### config.mk
export PLATFORM = sky130hd
export DESIGN_NAME = sound_wave_ram
export DESIGN_NICKNAME = d
export VERILOG_FILES = /design/src/rtl/sound_wave_ram.sv
export SDC_FILE = /design/constraint.sdc
export NUM_CORES = 1
export LEC_CHECK = 0
export CAP_MARGIN = 25
export CORE_ASPECT_RATIO = 1.5
export CORE_MARGIN = 8
export CORE_UTILIZATION = 45
export DETAILED_ROUTE_END_ITERATION = 7
export PLACE_DENSITY = 0.74
export SYNTH_ARGS = -nofsm -noshare
export SYNTH_HDL_FRONTEND = slang
export SYNTH_SLANG_ARGS = --single-unit
### constraint.sdc
create_clock -name clk -period 2.3 [get_ports clk]
set_clock_uncertainty 0.1 [all_clocks]
set_input_delay 0.46 -clock clk [delete_from_list [all_inputs] [get_ports clk]]
set_output_delay 0.46 -clock clk [all_outputs]
set_load 0.005 [all_outputs]
### src/rtl/sound_wave_ram.sv
// ---------------------------------------------------------------------------
// sound_wave_ram
//
// 16 x 8 wave pattern RAM shared between the CPU and the channel-3 sample
// fetcher. The channel pulls one byte per pointer advance into a sample
// buffer (wave_d). While the channel plays, CPU accesses are redirected to
// the channel's current byte address.
//
// Build option:
//   SOUND_WAVE_DMG_BUG_EN  defined   -> DMG behaviour: while playing, CPU
//                                       access only succeeds for WINDOW
//                                       cycles after a sample fetch; outside
//                                       that window writes are dropped and
//                                       reads return 0xFF.
//                          undefined -> CGB behaviour: while playing, CPU
//                                       access always succeeds (no window
//                                       counter is built).
//
// Parameters:
//   WINDOW      access window length in clk cycles after a fetch (1..3)
//
// Ports:
//   clk         CPU clock, all state updates on the rising edge
//   rst         synchronous active-high reset (RAM contents are kept)
//   a           CPU byte address (0xFF30-0xFF3F -> 0-15)
//   din         CPU write data
//   wr          CPU write strobe
//   rd          CPU read strobe
//   dout        CPU read data, registered, holds when not reading
//   ch_on       channel 3 playing
//   wave_a      channel byte address (sample pointer[4:1])
//   wave_fetch  one-cycle pulse: channel needs a new sample byte
//   wave_d      sample buffer presented to the channel
// ---------------------------------------------------------------------------
module sound_wave_ram #(
    parameter int WINDOW = 2
) (
    input  logic       clk,
    input  logic       rst,
    input  logic [3:0] a,
    input  logic [7:0] din,
    input  logic       wr,
    input  logic       rd,
    output logic [7:0] dout,
    input  logic       ch_on,
    input  logic [3:0] wave_a,
    input  logic       wave_fetch,
    output logic [7:0] wave_d
);

    // Reject an out-of-range window length at elaboration.
    generate
        if (WINDOW < 1 || WINDOW > 3) begin : g_window_range
            $error("sound_wave_ram: WINDOW must be in 1..3");
        end
    endgenerate

    logic [7:0] ram_q [16];
    logic [7:0] buf_q;
    logic [7:0] buf_d;
    logic [7:0] dout_q;
    logic [7:0] dout_d;
    logic       win_open_s;
    logic [3:0] eff_a_s;
    logic       ram_we_s;

`ifdef SOUND_WAVE_DMG_BUG_EN
    localparam logic [1:0] WIN_LOAD = 2'(WINDOW);

    logic [1:0] win_q;
    logic [1:0] win_d;

    // Window counter next state: cleared while idle, reloaded on fetch,
    // then counts down and sticks at zero.
    always_comb begin
        win_d = win_q;
        if (!ch_on) begin
            win_d = 2'd0;
        end else if (wave_fetch) begin
            win_d = WIN_LOAD;
        end else if (win_q != 2'd0) begin
            win_d = win_q - 2'd1;
        end else begin
            win_d = win_q;
        end
    end

    // Window counter register.
    always_ff @(posedge clk) begin
        if (rst) begin
            win_q <= 2'd0;
        end else begin
            win_q <= win_d;
        end
    end

    assign win_open_s = (win_q != 2'd0);
`else
    assign win_open_s = 1'b1;
`endif

    // While playing, the CPU only ever reaches the byte the channel is on.
    assign eff_a_s  = ch_on ? wave_a : a;
    assign ram_we_s = wr & (~ch_on | win_open_s);

    // Sample buffer and CPU read data next state.
    always_comb begin
        buf_d  = buf_q;
        dout_d = dout_q;
        // The RAM write lands at the same edge, so a coincident fetch
        // naturally captures the pre-write byte.
        if (wave_fetch) begin
            buf_d = ram_q[wave_a];
        end else begin
            buf_d = buf_q;
        end
        // A simultaneous write wins; the read is dropped and dout holds.
        if (rd && !wr) begin
            if (!ch_on) begin
                dout_d = ram_q[a];
            end else if (win_open_s) begin
                dout_d = buf_q;
            end else begin
                dout_d = 8'hFF;
            end
        end else begin
            dout_d = dout_q;
        end
    end

    // Sample buffer and read data registers.
    always_ff @(posedge clk) begin
        if (rst) begin
            buf_q  <= 8'h00;
            dout_q <= 8'hFF;
        end else begin
            buf_q  <= buf_d;
            dout_q <= dout_d;
        end
    end

    // RAM array: no reset, writes suppressed while rst is high.
    always_ff @(posedge clk) begin
        if (!rst && ram_we_s) begin
            ram_q[eff_a_s] <= din;
        end
    end

    assign dout   = dout_q;
    assign wave_d = buf_q;

endmodule

* After elaboration in Yosys (flattened, before gate mapping) *
Memory sizes are Yosys's and may differ from the RTL's. A register that Yosys moved wholly into a read port is not among the register bits.
Cells that the tools add are included.
W data, S select, Z words.

storage, ports and cells
  flip-flop bits (word level) = 8
  latch bits = 0
  memory bits (writable) = 128
  bits in read-only memories = 0
  input port bits = 22
  output and inout bits = 16
  word-level logic and storage cells = 10
  memories = 1

operators by class
  $add $sub $neg = 0
  $mul = 0
  div/mod/pow operators = 0
  magnitude comparators = 0
  eq/ne operators = 0
  shift operators = 0
  muxes and demuxes = 4
  bitwise logic cells = 0
  reductions and logical operators = 4

memory list
  memory  depth  width  read ports  clocked after Yosys merged registers in  write ports  RTL line  source
  ram_q   16     8      2           1                                        1            58        logic [7:0] ram_q [16];

operator list
  cell                 count
  $mux W8              1
  $mux W4              1
  $logic_and A1 B1 Y1  2
  $logic_not A1 Y1     2
  $mux W1              2

* Depth between registers and ports, before layout *
Gate-level depths: netlist of run 1.

  depth in word-level cells = 4
  depth in mapped cells = 7
  depth with buffers taken out = 4

* Worst setup path before layout of run 1 *
OpenSTA, ideal clock, no wires.

  kind = input-to-reg
  start = input port ch_on
  end = memory ram_q[11][0] (enable)
  setup time = 0.370 ns
  arrival = 1.742 ns
  required time = 1.830 ns
  setup slack = 0.088 ns
  stages on the path = 5
  path buffers = 2
  path through = clkbuf_1 > clkbuf_1 > mux2i_1 > nand2_1 > nor2_1

on the way
  word-level cells in the longest chain between the ends = 1

RTL lines
  element             RTL line  source
  start: declaration  45        input logic ch_on,
  $mux W4             103       assign eff_a_s = ch_on ? wave_a : a;
  end: declaration    58

Every way passes these cells.

* Final worst setup path of run 1 *
  start = input port ch_on
  end = memory ram_q[7][6] (enable)

The elaborated chain is that of the path after synthesis.

==> results of run 1 <==
-- state kept, by name (all words and copies together), names as in the netlist --
register,cells
ram_q,128
dout,8
wave_d,8
-- per-stage QoR --
stage | hold WS [ns] | power (mW) | utilization | cell area [sq um]
after floorplan | 0.371 | 3.29 | - | 6700
after global placement | 0.355 | 3.52 | 0.518 | 7530
after detailed placement | 0.375 | 3.54 | 0.518 | 7530
after CTS | 0.388 | 5.97 | 0.555 | 8060
after global routing | 0.410 | 6.11 | 0.555 | 8060
final | 0.380 | 5.94 | 0.555 | 8060
-- report_power, final --
group	total, mW	switching [mW]	internal [mW]	leakage (nW)
logic	0.555	0.274	0.281	1.17
clock network	2.45	0.979	1.47	0.256
registers	2.93	0.0302	2.90	1.28
total	5.94	1.28	4.65	2.71
-- Yosys cell counts, drive strengths merged, types with 2 or more instances --
cell | count | share of area
edfxtp | 128 | 0.57
mux4 | 59 | 0.20
o21ai | 20 | 0.015
nor2 | 18 | 0.010
mux2i | 17 | 0.025
a22o | 16 | 0.021
buf | 16 | 0.017
dfxtp | 16 | 0.048
a21oi | 14 | 0.010
clkbuf | 11 | 0.0093
nand2b | 11 | 0.010
mux2 | 6 | 0.010
a221oi | 5 | 0.0075
nand2 | 5 | 0.0028
o221ai | 5 | 0.0065
a31oi | 4 | 0.0037
nor3 | 4 | 0.0030
a211oi | 3 | 0.0034
inv | 3 | 0.0017
nor2b | 3 | 0.0028
o32a | 3 | 0.0045
nor3b | 2 | 0.0022
-- logic make-up after synthesis --
group | after synthesis | share of synthesized area
mux | 82 | 0.238
buf+inv | 32 | 0.0308
flops | 144 | 0.622
compound gates | 71 | 0.0730
simple gates | 48 | 0.0368
-- worst min-delay path by stage --
stage / startpoint / to / slack (ns)
floorplan: dout[0] / dout[0] / 0.37
global placement: dout[0] / dout[0] / 0.36
detailed placement: dout[7] / dout[7] / 0.38
CTS: wave_d[4] / wave_d[4] / 0.39
global route: wave_d[3] / wave_d[3] / 0.41
finish: dout[7] / dout[7] / 0.38
-- layer usage --
metal	GRT usage	share of wire	vias up
met4	0.105	0.040	0
met5	0	0	-
li1	-	-	1753
met3	0.0430	0.071	43
met1	0.197	0.35	2077
met2	0.331	0.54	228
-- critical path, cell delays in order --
cell and delay (ns):
clkdlybuf4s50_1 0.63, nand2b_1 0.19, and3b_1 0.21, nand2_1 0.10, nor2_1 0.55
-- cell usage in the layout, fill, tap and decap left out, drive strengths merged, types with 8 or more instances in the layout --
cell type / n
dfxtp: 16
mux2i: 17
mux4: 59
clkdlybuf4s50: 34
buf: 56
a21oi: 14
nor2: 18
clkinv: 8
a22o: 16
clkbuf: 20
edfxtp: 128
nand2b: 11
o21ai: 20
-- final cells by class --
class,count,area [sq um]
flip-flops and latches,144,4160
well taps,196,245
multi-input cells,201,2330
clock inverters,12,93.8
clock buffers,20,437
repair buffers,90,778
inverters,3,11.3
fillers,1081,6470
==> run metrics, run 1 <==
R2R Setup Slk=~0.46 ns; vias in the first global route=approximately 4400; maximum vdd drop=between 0.0004 and 0.0005 V; Setup WS pre-CTS=-0.263 ns; sequential fraction of the synthesis area=0.622; DR DRC count=0; hold path depth=2; CTS Hold Buffers Added=0; DP HPWL=about 12000 um; Cell variety after synth=39; clock latency on the worst-skew pair=a little over 0.4 ns; total number of vias=slightly above 4000; DR pass1 iterations=5; Max-Slew Margin vs Limit=0.507; syn nets=around 400; max_cap viols=0; CTS tree=yes; H-tree lvl count=4; mapped cell area=approximately 6700 sq um; unrepaired setup endpoints after global routing=false; maximum clock rate=roughly 450 MHz; Max Transition Viols Final=0; outcome=finished clean; largest net degree at the start of global routing=20; initial antenna violation count=0; placed cell count=between 600 and 700; setup ws final=a little over 0.09 ns; #FFs+latches synth=roughly 140; Num CTS Buffers=17; share of layout cells above drive strength 1=0.302; Core Box Area=roughly 15000 sq um; crit path launch=ch_on; num ports=38; TNS Setup=0 ns; critical path class=input port to flip-flop; port bufs=37; CP Launch Type=input port; worst endpoint data arrival time=~2.1 ns; CP Capture Type=flip-flop; aggregate global routing overflow=0; CTS root buf=clkbuf_16; DR WL/cell=25.2 um; Clock Sinks=144; GRT Util Overall=0.186; maximum fanout along the worst path=8; die area=roughly 19000 sq um; cts repair resizes=0; mean area per synthesized cell=between 15 and 20 sq um; Die X=116 um; clk slew on worst S/H paths=0.06 ns; fin crit share=0.960; Worst Path Required=approximately 2.2 ns; CTS max path bufs=2; Critical Path End=ram_q[7][6]; area grow syn2layout=20.3%; HP Class=flip-flop to flip-flop; min cycle time layout=between 2 and 2.5 ns; Placer Congestion=around 0.87; setup bufs post-CTS=0; Non-Filler Instances=666; final hold vios=0; P_leak=2.71 nW; EDFF count, synth=~130; ys flop type=edfxtp_1; pwr dens=roughly 740 nW/um^2; worst r2r src=ram_q[15][0]; First DRT Iteration DRCs=~430; total inserted antenna cells=0; Die Ht=about 170 um; Async SR Flop Fraction=0; Vias/cell=a little over 6; remaining antenna violation count after routing=0; # rows=54; Yosys warning count=0; cell depth of the worst flop-to-flop path=4; global-route wire length before repair=roughly 26000 um; R2R Path End=dout[0]; Slew @ Worst Pin=around 0.74 ns; starting density of the core=0.461; Setup violations, final=0; cells after synthesis=between 300 and 400; Final nets=about 480; Routed Wire Length=approximately 17000 um
(Power assumes the default switching activity.)
==> run 2, diff against run 1 <==
--- a/config.mk
+++ b/config.mk
@@ -14,3 +14,4 @@
 export SYNTH_ARGS = -nofsm -noshare
 export SYNTH_HDL_FRONTEND = slang
 export SYNTH_SLANG_ARGS = --single-unit
+export TNS_END_PERCENT = 10
==> results of run 2 <==
Final layout, timing and power as in run 1 (identical DEF).
